## config.mk

```make
export PLATFORM = sky130hd
export DESIGN_NAME = dl_rom_writer
export DESIGN_NICKNAME = d
export VERILOG_FILES = /design/src/rtl/dl_rom_writer.sv
export SDC_FILE = /design/constraint.sdc
export NUM_CORES = 1
export LEC_CHECK = 0
export CORE_UTILIZATION = 52
export DETAILED_ROUTE_END_ITERATION = 10
export PLACE_DENSITY = 0.84
export SYNTH_ARGS = -nofsm -noshare
export SYNTH_HDL_FRONTEND = slang
export SYNTH_SLANG_ARGS = --single-unit
export TNS_END_PERCENT = 5
```

## constraint.sdc

```tcl
create_clock -name clk -period 3.43 [get_ports clk]
set_input_delay 0.686 -clock clk [delete_from_list [all_inputs] [get_ports clk]]
set_output_delay 0.686 -clock clk [all_outputs]
set_load 0.01 [all_outputs]
```

## src/rtl/dl_rom_writer.sv

```systemverilog
// dl_rom_writer: captures data_io download bytes into a small FIFO and
// replays them to the SDRAM ROM write ports via toggle req/ack handshakes.
module dl_rom_writer #(
  parameter int unsigned FIFO_DEPTH = 4,
  parameter logic [7:0]  DL_INDEX   = 8'h00,
  parameter logic [24:0] SND_BASE   = 25'h7400
) (
  input  logic        clk,
  input  logic        reset,
  input  logic        ioctl_downl,
  input  logic [7:0]  ioctl_index,
  input  logic        ioctl_wr,
  input  logic [24:0] ioctl_addr,
  input  logic [7:0]  ioctl_dout,
  output logic        port1_req,
  input  logic        port1_ack,
  output logic [22:0] port1_a,
  output logic [1:0]  port1_ds,
  output logic [15:0] port1_d,
  output logic        port1_we,
  output logic        port2_req,
  input  logic        port2_ack,
  output logic [22:0] port2_a,
  output logic [1:0]  port2_ds,
  output logic [15:0] port2_d,
  output logic        port2_we,
  output logic        busy,
  output logic        overflow,
  output logic        done,
  output logic        rom_loaded
);

  localparam int unsigned AW =
    (FIFO_DEPTH > 1) ? $clog2(FIFO_DEPTH) : 1;
  localparam logic [AW:0]   CNT_FULL = (AW+1)'(FIFO_DEPTH);
  localparam logic [AW:0]   CNT_ONE  = (AW+1)'(1);
  localparam logic [AW-1:0] PTR_ONE  = AW'(1);

  typedef enum logic [1:0] {
    IDLE,
    WAIT,
    FLUSH
  } state_t;

  state_t state, state_nx;

  logic          acc, acc_q, wr_q;
  logic          acc_rise, acc_fall;
  logic          push_req, push, drop, pop;
  logic          full, empty;
  logic [AW-1:0] wptr, rptr;
  logic [AW:0]   count;
  logic [31:0]   mem [FIFO_DEPTH];
  logic [23:0]   head_addr;
  logic [7:0]    head_data;
  logic          head_snd;
  logic          got, pending, p2, ack_ok, we;
  logic          unused_addr_msb;

  // bit 24 of the download address does not reach the SDRAM
  assign unused_addr_msb = ioctl_addr[24];

  assign acc      = ioctl_downl & (ioctl_index == DL_INDEX);
  assign acc_rise = acc & ~acc_q;
  assign acc_fall = ~acc & acc_q;
  assign full     = (count == CNT_FULL);
  assign empty    = (count == '0);
  assign push_req = acc & ioctl_wr & ~wr_q;
  assign push     = push_req & ~full;
  assign drop     = push_req & full;

  assign {head_addr, head_data} = mem[rptr];
  assign head_snd = (head_addr >= SND_BASE[23:0]);

  assign ack_ok = (port1_ack == port1_req) &
                  (~p2 | (port2_ack == port2_req));
  assign busy     = ~empty | (state == WAIT);
  assign port1_we = we;
  assign port2_we = we;

  always_ff @(posedge clk) begin
    if (push && !reset)
      mem[wptr] <= {ioctl_addr[23:0], ioctl_dout};
  end

  always_ff @(posedge clk) begin
    if (reset) begin
      wptr  <= '0;
      rptr  <= '0;
      count <= '0;
    end else begin
      if (push) wptr <= wptr + PTR_ONE;
      if (pop)  rptr <= rptr + PTR_ONE;
      if (push && !pop)
        count <= count + CNT_ONE;
      else if (pop && !push)
        count <= count - CNT_ONE;
    end
  end

  always_ff @(posedge clk) begin
    if (reset) begin
      acc_q      <= 1'b0;
      wr_q       <= 1'b0;
      overflow   <= 1'b0;
      got        <= 1'b0;
      pending    <= 1'b0;
      we         <= 1'b0;
      rom_loaded <= 1'b0;
    end else begin
      acc_q <= acc;
      wr_q  <= ioctl_wr;
      if (acc_rise)
        overflow <= drop;
      else if (drop)
        overflow <= 1'b1;
      if (acc_rise)
        got <= push;
      else if (acc_fall)
        got <= 1'b0;
      else if (push)
        got <= 1'b1;
      if (state == FLUSH)
        pending <= 1'b0;
      if (acc_fall && got)
        pending <= 1'b1;
      if (acc_rise)
        we <= 1'b1;
      else if (state == FLUSH)
        we <= 1'b0;
      if (acc_rise)
        rom_loaded <= 1'b0;
      else if (state == FLUSH)
        rom_loaded <= 1'b1;
    end
  end

  // req follows ack on reset so no request is left hanging
  always_ff @(posedge clk) begin
    if (reset) begin
      port1_req <= port1_ack;
      port2_req <= port2_ack;
      port1_a   <= '0;
      port1_ds  <= '0;
      port1_d   <= '0;
      port2_a   <= '0;
      port2_ds  <= '0;
      port2_d   <= '0;
      p2        <= 1'b0;
    end else if (pop) begin
      port1_a   <= head_addr[23:1];
      port1_ds  <= {head_addr[0], ~head_addr[0]};
      port1_d   <= {head_data, head_data};
      port2_a   <= head_addr[23:1] - SND_BASE[23:1];
      port2_ds  <= {head_addr[0], ~head_addr[0]};
      port2_d   <= {head_data, head_data};
      port1_req <= ~port1_req;
      p2        <= head_snd;
      if (head_snd)
        port2_req <= ~port2_req;
    end
  end

  always_ff @(posedge clk) begin
    if (reset)
      state <= IDLE;
    else
      state <= state_nx;
  end

  always_comb begin
    state_nx = state;
    pop      = 1'b0;
    done     = 1'b0;
    unique case (state)
      IDLE: begin
        if (!empty) begin
          pop      = 1'b1;
          state_nx = WAIT;
        end else if (pending) begin
          state_nx = FLUSH;
        end
      end
      WAIT: begin
        if (ack_ok)
          state_nx = IDLE;
      end
      FLUSH: begin
        done     = 1'b1;
        state_nx = IDLE;
      end
      default: state_nx = IDLE;
    endcase
  end

endmodule
```

**Word-level counts from Yosys, hierarchy flattened**

Memory sizes are Yosys's and may differ from the RTL's. A register that Yosys moved wholly into a read port is not among the register bits.
Cells that the tools add are included.

- Memories kept: 1
- Bits in registers: 83
- Bits in writable memories: 128
- Output and inout bits: 90

Memories:

| name | depth | width | read ports | clocked after Yosys merged registers in | write ports | RTL line | RTL |
|---|---|---|---|---|---|---|---|
| mem | 4 | 32 | 1 | 1 | 1 | 53 | `logic [31:0] mem [FIFO_DEPTH];` |

- Bitwise logic cells: 19
- Equal/unequal tests: 7
- Magnitude comparators: 1
- Reductions and logical operators: 20
- Add/sub/neg operators: 5
- Multiplexer cells: 26

Operator list:

| operator | number |
|---|---|
| >= comparator 24 x 15 -> 1 bit, second input constant | 1 |
| subtractor 23 x 14 -> 23 bit, second input constant | 1 |
| 2-to-1 mux 1 bit | 18 |
| nonzero test 2 bit | 6 |
| 2-to-1 mux 2 bit | 5 |
| inverter 1 bit | 9 |
| AND 1 bit | 8 |
| logical NOT 8 bit | 1 |
| 2-to-1 mux 3 bit | 2 |
| adder 2 x 1 -> 2 bit, second input constant | 2 |
| logical AND 1 bit | 4 |
| case mux 2 bit (2 select lines) | 1 |
| AND reduction 2 bit | 2 |
| adder 3 x 1 -> 3 bit, second input constant | 1 |
| == test 3 bit, second input constant | 1 |
| logical NOT 1 bit | 3 |
| logical NOT 3 bit | 1 |
| != test 3 bit, second input constant | 1 |
| nonzero test 3 bit | 1 |
| subtractor 3 x 1 -> 3 bit, second input constant | 1 |
| == test 1 bit | 2 |
| == test 2 x 1 -> 1 bit, second input constant | 1 |
| == test 2 bit, second input constant | 1 |
| logical NOT 2 bit | 1 |
| other kinds (3) | 4 |

**Depth between registers and ports, before layout**

Gate-level depths: netlist (run 1).

- Depth in word-level cells: 9
- Depth in mapped cells: 10
- Depth with buffers taken out: 10

**Worst setup path before layout (run 1)**

Ideal clock, no wire load.

- Path kind: input -> register
- Start point: in ioctl_index[2]
- End point: reg count[2]
- Cell stages on the path: 10
- Data arrival time: 3.004 ns
- Library setup time: 0.071 ns
- Path slack: 0.355 ns
- Path buffers: 0
- Cells stage by stage: nor4_1 -> nand4b_1 -> or4b_1 -> inv_1 -> ha_1 -> inv_1 -> fa_1 -> xor2_1 -> or3_1 -> a21oi_1

- Longest elaborated chain between the ends: 8
- Elaborated cells between the ends (all ways): 10
- Those cells by class: 1 x mux; 4 x bitwise; 5 x reduce/logical

RTL lines:

| what | RTL line | RTL |
|---|---|---|
| from (decl) | 11 | `input logic [7:0] ioctl_index,` |
| logical NOT 8 bit (*) | 63 | `assign acc = ioctl_downl & (ioctl_index == DL_INDEX);` |
| AND 1 bit (*) | 63 |  |
| AND 1 bit (*) (2 in a row) | 68 | `assign push_req = acc & ioctl_wr & ~wr_q;` |
| AND 1 bit (*) | 69 | `assign push = push_req & ~full;` |
| net push | 49 | `logic push_req, push, drop, pop;` |
| logical NOT 1 bit | 96 | `else if (pop && !push)` |
| logical AND 1 bit | 96 |  |
| nonzero test 2 bit (no line) | - |  |
| to (signal assigned) | 95 | `count <= count + CNT_ONE;` |
| to (signal assigned) | 97 | `count <= count - CNT_ONE;` |
| to (decl) | 52 | `logic [AW:0] count;` |

Mark *: on every way through the listed nets, which the timed path passes. The rest lies on a longest branch.
A chain may end at the register's enable or synchronous reset.

**Worst setup path after layout (run 1)**

Same ends and word-level chain as after synthesis.

==> results of run 1 <==
-- final cells by class --
type	instances	share of cell area
Tap cell	184	0.02370
Inverter	14	0.005410
Timing Repair Buffer	153	0.1590
Sequential cell	196	0.5381
Multi-Input combinational cell	266	0.2128
Clock buffer	21	0.04740
Clock inverter	11	0.01365
-- worst reg2reg max path, stage by stage (launching register included) --
cell	delay (ns)
dfxtp_2	0.62
buf_12	0.26
mux4_2	0.57
nor4_1	0.42
nand4_1	0.28
nand3_1	0.17
a21o_1	0.13
-- stage by stage --
stage          cell area (µm²)  setup WS, ns
6_report                  9713        0.3396
3_5_place_dp              9120      -0.09302
2_1_floorplan             7727        0.3548
3_3_place_gp              9120       0.04027
5_1_grt                   9713       0.08530
4_1_cts                   9713        0.3507
-- worst max-delay path by stage --
stage               end  slack, ns  depth (start not counted)
2_1_floorplan  count[2]       0.35                         10
3_3_place_gp   count[2]       0.04                         11
3_5_place_dp   count[2]      -0.09                         11
4_1_cts        count[2]       0.35                         11
5_1_grt        count[2]       0.09                         11
6_report       count[2]       0.34                         11
-- layer usage --
metal / GRT usage / wire, µm / vias up / share of wire
met2: 0.3885 / 8527 / 193 / 0.52
met4: 0.09747 / 371 / 0 / 0.023
met5: 0 / 0 / - / 0
met1: 0.2847 / 6556 / 2386 / 0.40
li1: - / - / 2137 / -
met3: 0.04899 / 1000 / 32 / 0.061
-- registers in the layout, indices dropped and copies added, names as in the netlist, 2 cells and up, named ones only --
name and cells:
mem 128, wptr 2, rptr 2, state 2, port2_a 14, port1_a 23, count 3, port2_d 8
port2_ds 2
-- power by group through the flow --
stage | Combinational, mW | Clock, mW | Sequential [mW]
after detailed placement | 2.48 | 0 | 3.09
after global placement | 2.40 | 0 | 3.06
final | 2.48 | 1.98 | 3.04
after global routing | 2.70 | 2.10 | 3.08
after CTS | 2.50 | 2.01 | 3.04
after floorplan | 1.48 | 0 | 3.11
-- cell usage in the layout (no fill, tap or decap), types with 8 or more instances in the layout --
cell             synthesis  layout
xor2_1                  13      13
inv_1                   14      14
nor2_1                  34      34
edfxtp_1               130     130
buf_4                   36      13
a21oi_1                 39      39
clkbuf_16                0      17
ha_1                     8       8
clkdlybuf4s50_1          0     134
a211oi_1                 9       9
dfxtp_1                 66      65
nand2_1                 73      73
mux4_2                  32      32
-- logic make-up (layout without fill, tap and decap cells) --
| family | Yosys count | after routing | synth area share |
|---|---|---|---|
| and+or+nand+nor | 142 | 142 | 0.08549 |
| muxes | 33 | 33 | 0.09456 |
| AOI/OAI and AO/OA | 63 | 63 | 0.04906 |
| adders and majority gates | 9 | 9 | 0.01554 |
| DFF | 196 | 196 | 0.6762 |
| buffers and inverters | 75 | 199 | 0.05764 |
| xor gates and xnor gates | 19 | 19 | 0.02154 |
==> impl_metrics.ini, run 1 <==
[yosys]
async_flop_share = 0
yosysWarnings = 0
synthTopCellsByCount = edfxtp_1 (130), nand2_1 (73), dfxtp_1 (66), a21oi_1 (39), buf_4 (36)
syn_inst = 537
synth-edff-count = 130
ys_types = 46
synth_top_area_frac = 0.5052
ys_dominant_reg_cell = edfxtp_1
synth-seq-area-share = 0.6762
synth_nets = 593
synth_largest_area_cell = edfxtp_1
synth_area_leaders = edfxtp_1 (51%), dfxtp_1 (17%), mux4_2 (9.3%)
yosysMostFrequentCell = edfxtp_1
synth.cell_area_um2 = 7727
syn_area_per_cell_um2 = 14.39
ys_ff_latch = 196

[clock_tree]
clk_path_buf_depth = 2
cts_resized = 0
path_clk_slew_ns = 0.07
cts-root-buf = clkbuf_16
cts_tree = done
cts.sinks = 196
cts_setup_buffers = 0
numCtsBuffers = 17
htreeDepth = 4
hold_buffers = 0
insertion_delay_ns = 0.43

[timing]
max_freq_mhz = 323.6
fin_crit_sh = 0.9010
rsz0062_at_grt = no
hold_viol_final = 0
fin_hold_ws_ns = 0.4573
tightest_slew_ns = 0.5955
finalSetupViolations = 0
finClkSkew_ns = 0.007966
slew_headroom = 0.6030
period_minus_slack_ns = 3.090
fin_setup_tns_ns = 0
drv_slew = 0

[critical_path]
critPathMaxStageDelay_ns = 0.54
worstSetupEndpointType = flop
required_ns = 3.78
critical_path_buf_inv_count = 3
worstSetupPathType = primary input to flop
path_max_fanout = 2
crit_slowest_cell = or4b_1
rr_worst_depth = 6
path_common_cell = inv_1
worstPathArrival_ns = 3.44
cpLargestDelayFamily = simple AND/OR/NAND/NOR gates
crit_path_cell_trace = clkdlybuf4s50_1, nor4_1, nand4b_1, or4b_1, inv_1, ha_1, inv_1, fa_1, xor2_1, or3_1, a21oi_1
reg2reg_to = port2_req
critPathLaunch = ioctl_index[2]
start_kind = primary input
rrSetupSlack_ns = 0.70

[layout]
drive_above_1_share = 0.1392
antennaDiodeCount = 0
n_fill_cell = 998
syn_to_final_growth_pct = 25.70
nets = 704
multi_input_area_um2 = 2067
utilization = 0.6683
instances_no_fill = 845
seqCellArea_um2 = 5226

[floorplanning]
die_h_um = 123.9
start_util = 0.5317
die-area_um2 = 15350
row_count = 44
die_w_um = 123.9
coreArea_um2 = 14530
ioPinCount = 137

[routing]
via_per_inst = 5.619
num_vias = 4748
wl_per_cell_um = 19.47
drt-total-wl_um = 16460
drc_errors = 0
drtIter0Drc = 358
drt.antenna.violating_nets = 0
drtPass1Iterations = 4

[power]
peakVddDrop_mv = 0.4708
intPower_mw = 5.206
power.density_nw_per_um2 = 772.6
seqPwrFrac = 0.405
clockPowerShare = 0.264
leakage_nw = 3.293
power_switching_mw = 2.298
swShare = 0.3062
pwr-share-comb = 0.331
totalPowerFinal_mw = 7.505

[place]
port_buffers = 135
hpwl_um = 10880
dpl.cell_count = 813
gp_congestion = 0.7779

[hold_path]
hold_end = port2_a[11]
hp-start = port2_a[11]
hold_path_class = flop to flop
min_path_cells = 2

[grt]
first_global_vias = 4790
grt_usage = 0.2291
grt-ovfl-total = 0
grt_max_degree = 58
antenna_found_initial = 0
grt_pass1_wl_um = 25280

[run]
cap_violations = 0

[run_status]
outcome = complete, no violations
(Power assumes the default switching activity.)
==> run 2: changes to the inputs <==
Settings changed: CORE_UTILIZATION 52 to 40, PLACE_DENSITY 0.84 to 0.68.
==> impl_metrics.ini, run 2 (same netlist as run 1, synthesis figures left out) <==
[floorplanning]
coreArea_um2 = 18830
die-area_um2 = 19880
start_util = 0.4104
ioPinCount = 137
die_w_um = 141.0
die_h_um = 141.0
row_count = 50

[clock_tree]
path_clk_slew_ns = 0.07
cts-root-buf = clkbuf_16
htreeDepth = 4
clk_path_buf_depth = 2
cts_resized = 0
cts_tree = done
hold_buffers = 0
numCtsBuffers = 17
insertion_delay_ns = 0.44
cts_setup_buffers = 0
cts.sinks = 196

[layout]
drive_above_1_share = 0.1385
final_cell_mix = clkdlybuf4s50_1 (134), edfxtp_1 (130), nand2_1 (73)
largest_reg_flops = 128
utilization = 0.5169
regMostFlops = mem
top_regs = mem: 128 flops, port1_a: 23 flops, port2_a: 14 flops
nets = 700
syn_to_final_growth_pct = 25.96
layout_commonest_cell = clkdlybuf4s50_1
antennaDiodeCount = 0

[critical_path]
rr_worst_depth = 6
worstPathArrival_ns = 3.47
worstSetupPathType = primary input to flop
reg2reg_to = port2_req
start_kind = primary input
rrSetupSlack_ns = 0.71
path_max_fanout = 2
worstSetupEndpointType = flop
required_ns = 3.79

[power]
power.density_nw_per_um2 = 760.4
peakVddDrop_mv = 0.4000
leakage_nw = 3.251

[routing]
drt.antenna.violating_nets = 0
wl_met3_um = 809
drt-met1-wl_um = 6835
wl_met2_um = 8781
drtIter0Drc = 346
via_per_inst = 4.977
drtPass1Iterations = 4
drc_errors = 0
wl_per_cell_um = 18.10
drt-total-wl_um = 16600
num_vias = 4564
routed.top_layer = met4

[hold_path]
hp-start = port1_a[19]
hold_path_class = flop to flop
min_path_cells = 2
hold_end = port1_a[19]

[grt]
antenna_found_initial = 0
grt_pass1_wl_um = 25810
grt-ovfl-total = 0
first_global_vias = 4743
grt_max_degree = 58
grt_usage = 0.1748

[place]
gp_congestion = 0.7980
post-place-ws_ns = -0.1316
port_buffers = 135
hpwl_um = 11080

[timing]
max_freq_mhz = 321.9
finalSetupViolations = 0
fin_crit_sh = 0.9056
slew_headroom = 0.5884
drv_slew = 0
period_minus_slack_ns = 3.106
fin_ws_ns = 0.3238
finClkSkew_ns = 0.009020
tightest_slew_ns = 0.6174
hold_viol_final = 0
rsz0062_at_grt = no

[run_status]
outcome = complete, no violations

[run]
cap_violations = 0
-- run 2: critical path: stages --
cell and delay (ns):
clkdlybuf4s50_1 0.40, nor4_1 0.27, nand4b_1 0.17, or4b_1 0.55, inv_1 0.12, ha_1 0.19, inv_1 0.06, fa_1 0.37
xor2_1 0.18, or3_1 0.32, a21oi_1 0.15
-- run 2: power by group --
part / internal (mW) / leakage, nW / switching [mW] / total, mW
combinational: 1.23 / 1.26 / 1.28 / 2.50
clock: 0.962 / 0.282 / 0.916 / 1.88
sequential: 2.79 / 1.71 / 0.228 / 3.02
total: 4.98 / 3.25 / 2.42 / 7.40
-- run 2: worst max path at each step --
stage / startpoint / cells past startpoint / endpoint / slack [ns]
after floorplan: ioctl_index[2] / 10 / count[2] / 0.35
after global placement: ioctl_index[2] / 11 / count[2] / 0.05
after detailed placement: ioctl_index[2] / 11 / count[2] / -0.13
after CTS: ioctl_index[2] / 11 / count[2] / 0.31
after global routing: ioctl_index[2] / 11 / count[2] / 0.22
final: ioctl_index[2] / 11 / count[2] / 0.32
-- run 2: area by class of cell --
class | count | area [µm²]
multi-input cells | 266 | 2067
clock inverters | 15 | 135.1
inverters | 14 | 52.55
well taps | 260 | 325.3
flip-flops and latches | 196 | 5226
clock buffers | 17 | 425.4
fillers | 1539 | 9097
repair buffers | 149 | 1501
-- run 2: metal layers --
layer | global-route usage | up-vias
met4 | 0.05664 | 0
met3 | 0.03668 | 16
li1 | - | 2141
met5 | 0 | -
met2 | 0.3056 | 150
met1 | 0.2165 | 2257
-- run 2: per-stage QoR --
stage               power [mW]  setup TNS [ns]  area, µm²  hold WS [ns]  instances
floorplan                4.589               0       7727        0.4442        537
global placement         5.538               0       9173        0.4505        885
detailed placement       5.617         -0.1316       9173        0.4527        885
CTS                      7.495               0       9733        0.4628        917
global route             7.789               0       9733        0.4922        917
finish                   7.401               0       9733        0.4631        917
